<file path="config.mk">
export PLATFORM = sky130hd
export DESIGN_NAME = ps2_host_tx
export DESIGN_NICKNAME = d
export VERILOG_FILES = /design/src/rtl/ps2_host_tx_pkg.sv /design/src/rtl/ps2_host_tx_line_sync.sv /design/src/rtl/ps2_host_tx.sv
export SDC_FILE = /design/constraint.sdc
export NUM_CORES = 1
export LEC_CHECK = 0
export CAP_MARGIN = 25
export CELL_PAD_IN_SITES_DETAIL_PLACEMENT = 1
export CELL_PAD_IN_SITES_GLOBAL_PLACEMENT = 2
export CORE_MARGIN = 3
export CORE_UTILIZATION = 36
export CTS_BUF_LIST = sky130_fd_sc_hd__clkbuf_2 sky130_fd_sc_hd__clkbuf_4 sky130_fd_sc_hd__clkbuf_8
export DETAILED_ROUTE_END_ITERATION = 16
export GPL_ROUTABILITY_DRIVEN = 0
export PLACE_DENSITY_LB_ADDON = 0.1
export SETUP_SLACK_MARGIN = 0.1
export SLEW_MARGIN = 5
export SYNTH_ARGS = -nofsm -noshare
export SYNTH_HDL_FRONTEND = slang
export SYNTH_SLANG_ARGS = --single-unit
</file>
<file path="constraint.sdc">
create_clock -name clock -period 2.5 [get_ports clock]
set_input_delay 0.5 -clock clock [delete_from_list [all_inputs] [get_ports clock]]
set_output_delay 0.5 -clock clock [all_outputs]
set_load 0.1 [all_outputs]
</file>
<file path="src/rtl/ps2_host_tx_pkg.sv">
// ============================================================================
// Module : ps2_host_tx_pkg
// Brief  : State encoding, PS/2 command constants and widths shared by the
//          PS/2 host transmitter and the receiver side.
// Rev    : 1.0  initial release
// ============================================================================
`default_nettype none

package ps2_host_tx_pkg;

    typedef enum logic [2:0] {
        ST_IDLE      = 3'd0,
        ST_INHIBIT   = 3'd1,
        ST_REQ       = 3'd2,
        ST_SEND      = 3'd3,
        ST_ACK       = 3'd4,
        ST_WAIT_IDLE = 3'd5
    } ps2_tx_state_e;

    localparam logic [7:0] c_CMD_SET_LED = 8'hED;
    localparam logic [7:0] c_CMD_RESET   = 8'hFF;
    localparam logic [7:0] c_CMD_ENABLE  = 8'hF4;
    localparam logic [7:0] c_RSP_ACK     = 8'hFA;

    localparam int c_CNT_W = 20;
    localparam int c_BIT_W = 4;

    // Falls counted in SEND before the stop bit is released.
    localparam logic [c_BIT_W-1:0] c_LAST_DATA_FALL = 4'd9;

endpackage

`default_nettype wire

</file>
<file path="src/rtl/ps2_host_tx_line_sync.sv">
// ============================================================================
// Module : ps2_host_tx_line_sync
// Brief  : Two-flop synchroniser for the PS/2 clock and data lines plus a
//          one-cycle pulse on each synchronised clock falling edge.
// Rev    : 1.0  initial release
// ============================================================================
`default_nettype none

module ps2_host_tx_line_sync (
    input  logic clk,
    input  logic rst,
    input  logic i_ps2_clk,
    input  logic i_ps2_data,
    output logic o_clk_sync,
    output logic o_data_sync,
    output logic o_clk_fall
);

    logic [1:0] r_meta_q;
    logic [1:0] r_sync_q;
    logic       r_clk_prev_q;

    // Idle bus level is high, so the chain resets to 1 to avoid a false fall.
    always_ff @(posedge clk) begin
        if (rst) begin
            r_meta_q     <= 2'b11;
            r_sync_q     <= 2'b11;
            r_clk_prev_q <= 1'b1;
        end else begin
            r_meta_q     <= {i_ps2_data, i_ps2_clk};
            r_sync_q     <= r_meta_q;
            r_clk_prev_q <= r_sync_q[0];
        end
    end

    assign o_clk_sync  = r_sync_q[0];
    assign o_data_sync = r_sync_q[1];
    assign o_clk_fall  = r_clk_prev_q & ~r_sync_q[0];

endmodule

`default_nettype wire

</file>
<file path="src/rtl/ps2_host_tx.sv">
// ============================================================================
// Module : ps2_host_tx
// Brief  : Host-to-device PS/2 transmitter: inhibit, request-to-send, clocked
//          out 8 data bits + odd parity + stop, then checks the device ACK.
// Rev    : 1.0  initial release
// ============================================================================
`default_nettype none

module ps2_host_tx
    import ps2_host_tx_pkg::*;
#(
    parameter int INHIBIT_CYCLES = 6000,
    parameter int REQ_CYCLES     = 100,
    parameter int TIMEOUT_CYCLES = 1000000
) (
    input  logic       clock,
    input  logic       reset,
    input  logic       tx_valid,
    input  logic [7:0] tx_data,
    output logic       tx_ready,
    output logic       tx_done,
    output logic       tx_error,
    output logic       busy,
    input  logic       ps2_clk_in,
    input  logic       ps2_data_in,
    output logic       ps2_clk_drive_low,
    output logic       ps2_data_drive_low
);

    localparam logic [c_CNT_W-1:0] c_INHIBIT_LAST = c_CNT_W'(INHIBIT_CYCLES - 1);
    localparam logic [c_CNT_W-1:0] c_REQ_LAST     = c_CNT_W'(REQ_CYCLES - 1);
    localparam logic [c_CNT_W-1:0] c_TIMEOUT      = c_CNT_W'(TIMEOUT_CYCLES);

    ps2_tx_state_e        r_state_q,    w_state_d;
    logic [c_CNT_W-1:0]   r_cnt_q,      w_cnt_d;
    logic [c_BIT_W-1:0]   r_bit_cnt_q,  w_bit_cnt_d;
    logic [8:0]           r_shift_q,    w_shift_d;
    logic                 r_data_low_q, w_data_low_d;

    logic                 w_clk_sync;
    logic                 w_data_sync;
    logic                 w_clk_fall;
    logic                 w_done;
    logic                 w_error;
    logic                 w_timeout;
    logic [c_CNT_W-1:0]   w_cnt_inc;

    ps2_host_tx_line_sync u_line_sync (
        .clk         (clock),
        .rst         (reset),
        .i_ps2_clk   (ps2_clk_in),
        .i_ps2_data  (ps2_data_in),
        .o_clk_sync  (w_clk_sync),
        .o_data_sync (w_data_sync),
        .o_clk_fall  (w_clk_fall)
    );

    assign w_cnt_inc = r_cnt_q + {{(c_CNT_W-1){1'b0}}, 1'b1};
    assign w_timeout = (r_cnt_q == c_TIMEOUT);

    always_comb begin
        w_state_d    = r_state_q;
        w_cnt_d      = r_cnt_q;
        w_bit_cnt_d  = r_bit_cnt_q;
        w_shift_d    = r_shift_q;
        w_data_low_d = r_data_low_q;
        w_done       = 1'b0;
        w_error      = 1'b0;

        case (r_state_q)
            ST_IDLE: begin
                if (tx_valid) begin
                    w_shift_d = {~^tx_data, tx_data};
                    w_cnt_d   = '0;
                    w_state_d = ST_INHIBIT;
                end
            end

            ST_INHIBIT: begin
                if (r_cnt_q == c_INHIBIT_LAST) begin
                    w_cnt_d   = '0;
                    w_state_d = ST_REQ;
                end else begin
                    w_cnt_d = w_cnt_inc;
                end
            end

            ST_REQ: begin
                if (r_cnt_q == c_REQ_LAST) begin
                    w_cnt_d      = '0;
                    w_bit_cnt_d  = '0;
                    w_data_low_d = 1'b1;
                    w_state_d    = ST_SEND;
                end else begin
                    w_cnt_d = w_cnt_inc;
                end
            end

            // Each device fall presents the next bit; the tenth releases data (stop).
            ST_SEND: begin
                if (w_clk_fall) begin
                    w_cnt_d = '0;
                    if (r_bit_cnt_q == c_LAST_DATA_FALL) begin
                        w_data_low_d = 1'b0;
                        w_state_d    = ST_ACK;
                    end else begin
                        w_data_low_d = ~r_shift_q[0];
                        w_shift_d    = {1'b0, r_shift_q[8:1]};
                        w_bit_cnt_d  = r_bit_cnt_q + 4'd1;
                    end
                end else if (w_timeout) begin
                    w_data_low_d = 1'b0;
                    w_error      = 1'b1;
                    w_state_d    = ST_IDLE;
                end else begin
                    w_cnt_d = w_cnt_inc;
                end
            end

            ST_ACK: begin
                if (w_clk_fall) begin
                    w_cnt_d = '0;
                    if (w_data_sync) begin
                        w_error   = 1'b1;
                        w_state_d = ST_IDLE;
                    end else begin
                        w_state_d = ST_WAIT_IDLE;
                    end
                end else if (w_timeout) begin
                    w_error   = 1'b1;
                    w_state_d = ST_IDLE;
                end else begin
                    w_cnt_d = w_cnt_inc;
                end
            end

            ST_WAIT_IDLE: begin
                if (w_clk_sync && w_data_sync) begin
                    w_done    = 1'b1;
                    w_state_d = ST_IDLE;
                end else if (w_clk_fall) begin
                    w_cnt_d = '0;
                end else if (w_timeout) begin
                    w_error   = 1'b1;
                    w_state_d = ST_IDLE;
                end else begin
                    w_cnt_d = w_cnt_inc;
                end
            end

            default: begin
                w_data_low_d = 1'b0;
                w_state_d    = ST_IDLE;
            end
        endcase
    end

    always_ff @(posedge clock) begin
        if (reset) begin
            r_state_q    <= ST_IDLE;
            r_cnt_q      <= '0;
            r_bit_cnt_q  <= '0;
            r_shift_q    <= '0;
            r_data_low_q <= 1'b0;
        end else begin
            r_state_q    <= w_state_d;
            r_cnt_q      <= w_cnt_d;
            r_bit_cnt_q  <= w_bit_cnt_d;
            r_shift_q    <= w_shift_d;
            r_data_low_q <= w_data_low_d;
        end
    end

    // Line drives decode straight from state so any exit to IDLE releases the bus.
    assign ps2_clk_drive_low  = (r_state_q == ST_INHIBIT) || (r_state_q == ST_REQ);
    assign ps2_data_drive_low = (r_state_q == ST_REQ) ||
                                ((r_state_q == ST_SEND) && r_data_low_q);

    assign tx_ready = (r_state_q == ST_IDLE);
    assign busy     = (r_state_q != ST_IDLE);
    assign tx_done  = w_done;
    assign tx_error = w_error;

endmodule

`default_nettype wire

</file>
==> reports/results.txt, run 1 <==
In this run the core area contains 29 standard-cell rows. The power per cell area was 892 nW/um2. Sequential cells account for 30.8% of the total power. After synthesis, the largest family of logic cells by area is simple AND/OR/NAND/NOR gates. The final route contains 2087 vias. In the synthesized netlist the async set-or-reset flop fraction comes to 0%. TritonCTS built the clock tree.

Summed over all nets, the half-perimeter wirelength after detailed placement is 4490 um. STA puts the critical path data arrival time at 1.78 ns. The number of clock buffers added by TritonCTS is 5.

The number of nets at the end of the flow was 337; the fraction of power spent switching nets was 42.3%. The detail route stage leaves a number of antenna-violating nets equal to 0. The maximum fanout along the worst path is 6, and the clock transition time at the flip-flop clock pins of the worst setup and hold paths is 0.08 ns. Number of enable-type register cells in the synthesized netlist: 0. In this run the biggest area consumer among cell types represents 35.1% of the synthesized area. The leakage power summed over all cells was 1.05 nW. In this run, distinct cell masters in the synthesized netlist total 53. Measured along the y axis, the die boundary spans 87.6 um. The first global-routing pass estimated 10400 um of wire.

The logs give 6390 um2 for the placeable core region and 35.1% for the fraction of the yosys area taken by sequential cells. By instance count, the leading cell after synthesis is sky130_fd_sc_hd__nor2_1. The clock sink total came out at 42. The worst voltage drop across the vdd grid is 0.933 mV, and the data required time at the worst endpoint is 2.00 ns. For this run, the total global-route usage over all layers was measured as 17.0%. In this run the power spent charging and discharging nets is 1.10 mW. The logs give 0.00519 ns for the post-route clock skew and 0 for the number of remaining DRC errors.

The run gives 4 as the number of iterations in the first detailed-routing pass. Setup repair after global routing left no endpoint under its margin. The tools report the netlist area before placement as 2400 um2. The run finished with clean final reports. The number of fillers in the final layout was 788. The worst setup slack after placement is 0.272 ns, and the routed length per placed instance is 15.0 um. The area of combinational cells with multiple inputs is 1470 um2, and the final max-slew violation count is 0. The tools report the count of mapped cells out of synthesis as 290. The critical path is of the register to output pin type. STA classifies the critical path startpoint as a register. The number of antenna violations at the first check in global routing was 0. Summing the areas of all and, or, nand and nor instances in the mapped netlist gives 33.1% of the synthesized area. The number of hold violations in the final report came out at 0. After synthesis the netlist holds a flip-flop and latch count of 42. The average size of a mapped cell is 8.27 um2, and the number of global-route vias before repair is 2146. At the end of the flow the core is filled with cells to 45.6%. The logs give 1.50 mW for the internal power consumption and 0.29 ns for the clock network latency to the later pin of the worst-skew pair.

By area the synthesized netlist is led by sky130_fd_sc_hd__dfxtp_1, sky130_fd_sc_hd__nor2_1, sky130_fd_sc_hd__xor2_1, sky130_fd_sc_hd__a21oi_1, sky130_fd_sc_hd__nand2_1. The power share of the clock group came out at 20.7%. The total overflow left after global routing is 0. The ratio of cells with drive above 1 in the final layout works out to 21.2%. The synthesized netlist devotes 14.4% of its cell area to compound gates.

The count of boundary I/O pins is 19, and the maximum buffer depth of the clock tree is 2. Entering global routing, the biggest net connects 28 pins. The die covers 7680 um2. The sequential cells in the finished layout cover a total of 850 um2.

For the routed wire length, the log shows 5960 um. In this run the tool buffered the top-level ports with 18 buffer cells. In the synthesized netlist, the cells that appear most often are sky130_fd_sc_hd__nor2_1, sky130_fd_sc_hd__dfxtp_1, sky130_fd_sc_hd__nand2_1, sky130_fd_sc_hd__a21oi_1, sky130_fd_sc_hd__xor2_1. The synthesized netlist devotes 9.13% of its cell area to XOR and XNOR gates. The shortest period the worst path allows was 2.28 ns. Once the floorplan was initialized, standard cells occupied 37.6% of the core. The clock tree synthesis step divided the H-tree into 2 levels. The combinational cell fraction of total power came out at 48.6%.

Setup violations remaining at the end of the flow were counted as 0. The final worst-path cycle share is 91.4%, and the multiplexer share of the synthesized area is 1.25%. Synthesized-area fraction occupied by adder cells: 2.09%. The maximum clock frequency was 0.438 GHz; the max-capacitance violation count was 0.

The clock root buffer is sky130_fd_sc_hd__clkbuf_8. For flop-to-flop paths, the worst setup slack is 0.34 ns. After layout, the worst setup slack is 0.216 ns. The number of warnings issued by yosys was 0. The run gives 0 ns as the total negative slack for setup checks. Counting tap cells, the placed design contains a total of 385 instances. For this run, the leading register cell type out of synthesis is sky130_fd_sc_hd__dfxtp_1.

The die is 87.6 um wide. For the pin with the worst max-slew slack, the measured transition is 0.664 ns. The worst min-delay path category was register to register. The final standard cell count with taps included and fillers excluded is 398, and the relative max-transition margin is 55.7%. On the final layout, the worst hold slack is 0.413 ns. The area growth from synthesis to final layout came out at 21.5%.

In the routed layout, each cell is associated on average with a via count of 5.24. 0 antenna diodes ended up in the layout. When the netlist entered floorplanning its net count stood at 307. The tools report the type of element capturing the critical path as an output pin.

Post-synthesis cell type with the largest combined area: sky130_fd_sc_hd__dfxtp_1. Count of routing violations after the opening detailed-route iteration: 82.
## metrics by stage
stage | power (mW) | instance area [um2]
floorplan | 1.71 | 2420
global placement | 2.06 | 2740
detailed placement | 2.07 | 2740
CTS | 2.63 | 2880
global route | 2.76 | 2910
finish | 2.60 | 2910
## power groups by stage
stage | registers [mW] | clock network, mW | logic (mW)
6_report | 0.799 | 0.537 | 1.26
2_1_floorplan | 0.783 | 0 | 0.925
3_5_place_dp | 0.815 | 0 | 1.25
3_3_place_gp | 0.817 | 0 | 1.24
5_1_grt | 0.812 | 0.595 | 1.35
4_1_cts | 0.800 | 0.567 | 1.26
## area by class of cell
type	instances	area share (%)
multi-input combinational	229	50.5
sequential	42	29.2
timing repair buffer	34	11.9
tap	77	3.31
clock buffer	5	2.36
clock inverter	3	1.55
inverter	8	1.16
## flip-flops by register name, indices dropped and copies added (netlist names)
signal / cells
u_line_sync.r_sync_q: 2
r_bit_cnt_q: 4
r_cnt_q: 20
r_data_low_q: 1
u_line_sync.r_clk_prev_q: 1
r_state_q: 3
r_shift_q: 9
u_line_sync.r_meta_q: 2
## critical path: stages, from the launching register on
cell and delay [ns]:
sky130_fd_sc_hd__dfxtp_1 0.39, sky130_fd_sc_hd__nor4b_4 0.30, sky130_fd_sc_hd__and4_2 0.29, sky130_fd_sc_hd__and2_4 0.17, sky130_fd_sc_hd__nand3_2 0.08, sky130_fd_sc_hd__nand2_2 0.09
sky130_fd_sc_hd__buf_12 0.17
## cell usage in the layout, fill, tap and decap left out, drive strengths merged, types with 5 or more instances in the layout
master	count
a21oi	29
a31oi	7
and3	5
buf	22
clkbuf	5
clkdlybuf4s50	12
dfxtp	42
inv	7
nand2	34
nand2b	5
nand3	15
nand3b	5
nand4	10
nor2	43
nor3	9
or2	7
xnor2	8
xor2	17
## logic make-up after synthesis
family	count (synthesis)
xor gates and xnor gates	25
muxes	3
AOI/OAI and AO/OA	49
and+or+nand+nor	148
DFF	42
buffers and inverters	19
adders and majority gates	4
## worst paths after layout
| path | start | endpoint | cells past startpoint |
|---|---|---|---|
| setup / recovery | r_cnt_q[4] | tx_error | 6 |
| hold reg to reg | u_line_sync.r_meta_q[1] | u_line_sync.r_sync_q[1] | 1 |
| setup reg to reg | r_cnt_q[4] | r_cnt_q[9] | 7 |
| hold / removal | u_line_sync.r_meta_q[1] | u_line_sync.r_sync_q[1] | 1 |
## metal layers
layer | up-vias | wire length, um | GRT usage (%)
met5 | - | 0 | 0
met4 | 0 | 39 | 4.18
met3 | 4 | 135 | 3.29
met2 | 21 | 2910 | 28.6
met1 | 993 | 2880 | 22.3
li1 | 1069 | - | -
## what timing repair did
action,4_1_cts,5_1_grt
resized for setup,3,8
setup buffers,2,3
endpoints found under the setup margin,1,1
pin swaps,3,3
endpoints found under the hold margin,0,0
hold buffers,0,0
Power figures use the tool's default switching activity.
==> inputs of run 2 (changes only) <==
--- a/config.mk
+++ b/config.mk
@@ -19,3 +19,4 @@
 export SYNTH_ARGS = -nofsm -noshare
 export SYNTH_HDL_FRONTEND = slang
 export SYNTH_SLANG_ARGS = --single-unit
+export TNS_END_PERCENT = 5
==> reports/results.txt, run 2 (synthesized netlist as in run 1, its figures left out) <==
The post-route clock skew was 0.00343 ns (-0.00176 ns). The total negative slack for setup checks is 0 ns (unchanged), and the count of input and output buffers is 18 (unchanged). For the final number of setup-violating endpoints, the log shows 0 (unchanged). The path with the worst hold slack has its endpoint at u_line_sync.r_sync_q[0]. Setup repair after global routing could not meet its margin everywhere. Leaving out fill and tap cells, the most frequent cell in the layout is sky130_fd_sc_hd__nor2_1. The global-route wire length before repair is 10800 um (+4.0%), and the hold buffer count at CTS is 0 (unchanged). The run gives 29 (unchanged) as the cell row count.

The run gives 0 (unchanged) as the total inserted antenna cells. The flow ran to the end, and the final reports show no timing, DRC or antenna violations. The number of global-route vias before repair was 2187 (+1.9%). The launch instance of the worst register-to-register path is r_state_q[1]. The power per cell area was 890 nW/um2 (-0.22%). The worst voltage drop across the vdd grid was 0.999 mV (+7.1%); the height of the die was 87.6 um (unchanged). The maximum buffer depth of the clock tree is 2 (unchanged). For the count of routing violations after the opening detailed-route iteration, the log shows 78 (-4.9%). The number of flip-flops in the largest register is 20 (unchanged), and the number of hold violations in the final report is 0 (unchanged). The tools report the count of boundary I/O pins as 19 (unchanged).

TritonCTS built the clock tree. Via count: 2138 (+2.4%). The measured slew at the worst slew-check pin is 0.612 ns (-0.0524 ns).

The number of instances on the worst hold path is 1 (unchanged), and the delay contributed by the slowest stage of the critical path is 0.36 ns (-0.03 ns). The largest registers in the layout are r_cnt_q x20, r_shift_q x9, r_bit_cnt_q x4. The die area is 7680 um2 (unchanged). The logs give 776 (-1.5%) for the number of fillers in the final layout and 385 (unchanged) for the instance count after placement with tap cells included. The number of cells on the worst reg-to-reg path was 7 (unchanged); the worst hold slack after final layout was 0.416 ns (+0.00316 ns).

For the maximum clock frequency, the log shows 0.432 GHz (-1.3%). The run gives 6390 um2 (unchanged) as the placeable core region. The ratio of cells with drive above 1 in the final layout works out to 17.6% (-3.6 points). The area growth from synthesis to layout is 20.0%. The maximum fanout along the worst path is 5 (-1), and the number of remaining DRC errors is 0 (unchanged). The critical path in this run is classified as register to output pin. The logs give 4480 um (-0.21%) for the half-perimeter wire length of the detailed placement result and 4 (unchanged) for the number of iterations in the first detailed-routing pass. The run gives 17.8% (+0.86 points) as the global-route usage over all layers. Via count normalized by instance count: 5.40 (+3.0%). The remaining number of nets flagged by the antenna check after routing was 0 (unchanged). The kind of start point of the critical path is a register. The data required time at the worst endpoint was 2.00 ns (about the same); the pin count of the biggest net entering global routing was 28 (unchanged).

Routed length per placed instance: 15.5 um (+3.3%). The endpoint identified for the worst register-to-register timing path is r_state_q[1]. The run gives 6120 um (+2.8%) as the routed wire length. The final max-slew violation count came out at 0 (unchanged). The clock transition time at the flip-flop clock pins of the worst setup and hold paths was 0.08 ns (about the same). The effective utilization at floorplan is 37.6% (unchanged).

CTS H-tree depth: 2 (unchanged). More flip-flops sit in one register than any other, and that register is r_cnt_q. The tools report the worst setup slack after placement as 0.342 ns (+0.0696 ns). The logs give 0.185 ns (-0.0302 ns) for the slack of the critical path and 1.05 nW (about the same) for the leakage power summed over all cells.

The logs give 59.0% (+3.2 points) for the relative max-transition margin and 5 (unchanged) for the TritonCTS buffer count. For the max-capacitance violation count, the log shows 0 (unchanged). The worst hold path begins at u_line_sync.r_meta_q[0]. In this run the worst hold path is classified as register to register. Walking the worst path, the cells encountered are nor4b_4, and4_2, and2_2, nand3_1, nand2_1, buf_12.

The shortest period the worst path allows was 2.31 ns (+0.0302 ns); the global-route congestion overflow total was 0 (unchanged). The tools report the number of antenna violations at the first check in global routing as 0 (unchanged). The horizontal die dimension is 87.6 um (unchanged), and the final standard cell count with taps included and fillers excluded is 396 (-0.50%).

STA classifies the critical path endpoint as an output pin. Data arrival at the endpoint of the critical path: 1.81 ns (+0.03 ns). The slowest stage cell on the critical path was sky130_fd_sc_hd__dfxtp_1. The tree is rooted in a sky130_fd_sc_hd__clkbuf_8. The clock network latency to the later pin of the worst-skew pair was 0.29 ns (about the same). The final worst-path cycle share is 92.6% (+1.2 points). The number of nets at the end of the flow came out at 335 (-0.59%). In the layout the commonest cells are sky130_fd_sc_hd__nor2_1, sky130_fd_sc_hd__dfxtp_1, sky130_fd_sc_hd__nand2_1. The run gives 42 (unchanged) as the clock sink total. For the slack of the worst reg-to-reg path, the log shows 0.31 ns (-0.03 ns).
## run 2: changes by cell type in the layout (fill, tap and decap cells not counted), sizes merged
| cell | before | now |
|---|---|---|
| clkbuf | 5 | 8 |
| buf | 22 | 20 |
| bufinv | 1 | 0 |
| clkinvlp | 3 | 1 |
## run 2: worst max-delay path, delay by kind of cell (launching register included)
family                 cells  cell delay (ns)
buffers and inverters      1             0.18
flip-flops                 1             0.36
AND/OR/NAND/NOR            5             0.98
## run 2: layout make-up
| class | count | area [um2] | area share [%] |
|---|---|---|---|
| well taps | 77 | 96.3 | 3.35 |
| multi-input cells | 229 | 1450 | 50.5 |
| clock buffers | 8 | 110 | 3.82 |
| inverters | 8 | 33.8 | 1.17 |
| repair buffers | 32 | 345 | 12.0 |
| flip-flops and latches | 42 | 841 | 29.2 |
## run 2: metal layers
| layer | GRT usage, % | up-vias | part of all wire [%] |
|---|---|---|---|
| li1 | - | 1067 | - |
| met3 | 2.82 | 6 | 3.1 |
| met2 | 29.9 | 30 | 48 |
| met4 | 4.74 | 0 | 1.2 |
| met5 | 0 | - | 0 |
| met1 | 23.9 | 1035 | 48 |
## run 2: worst max path at each step
| stage | start | endpoint | slack [ns] | cells past startpoint |
|---|---|---|---|---|
| floorplan | r_state_q[1] | tx_done | 0.02 | 3 |
| finish | r_cnt_q[11] | tx_error | 0.19 | 6 |
| global route | r_cnt_q[0] | tx_error | 0.06 | 8 |
| global placement | tx_valid | r_cnt_q[3] | 0.36 | 7 |
| detailed placement | r_state_q[1] | r_cnt_q[11] | 0.34 | 7 |
| CTS | r_cnt_q[0] | tx_error | 0.13 | 8 |
## run 2: per-stage QoR
step           power (mW)  util, %  area [um2]
6_report             2.56     45.1        2880
5_1_grt              2.72     45.1        2880
4_1_cts              2.56     44.7        2850
3_5_place_dp         2.05     42.7        2730
3_3_place_gp         2.03     42.7        2730
2_1_floorplan        1.70        -        2410
## run 2: repair_timing
| item | 4_1_cts | 5_1_grt |
|---|---|---|
| setup endpoints to repair | 1 | 14 |
| gates resized for setup | 1 | 0 |
| pin swaps | 1 | 2 |
| setup buffers | 1 | 2 |
## run 2: where the power goes
part | total [mW] | switching, mW | internal (mW)
sequential | 0.786 | 0.0602 | 0.726
combinational | 1.27 | 0.795 | 0.472
clock | 0.509 | 0.230 | 0.279
total | 2.56 | 1.09 | 1.48
==> inputs of run 3 (changes only) <==
--- a/config.mk
+++ b/config.mk
@@ -5,7 +5,6 @@
 export SDC_FILE = /design/constraint.sdc
 export NUM_CORES = 1
 export LEC_CHECK = 0
-export CAP_MARGIN = 25
 export CELL_PAD_IN_SITES_DETAIL_PLACEMENT = 1
 export CELL_PAD_IN_SITES_GLOBAL_PLACEMENT = 2
 export CORE_MARGIN = 3
==> results of run 3 <==
The final DEF is identical to that of run 2; final timing and power are the same.
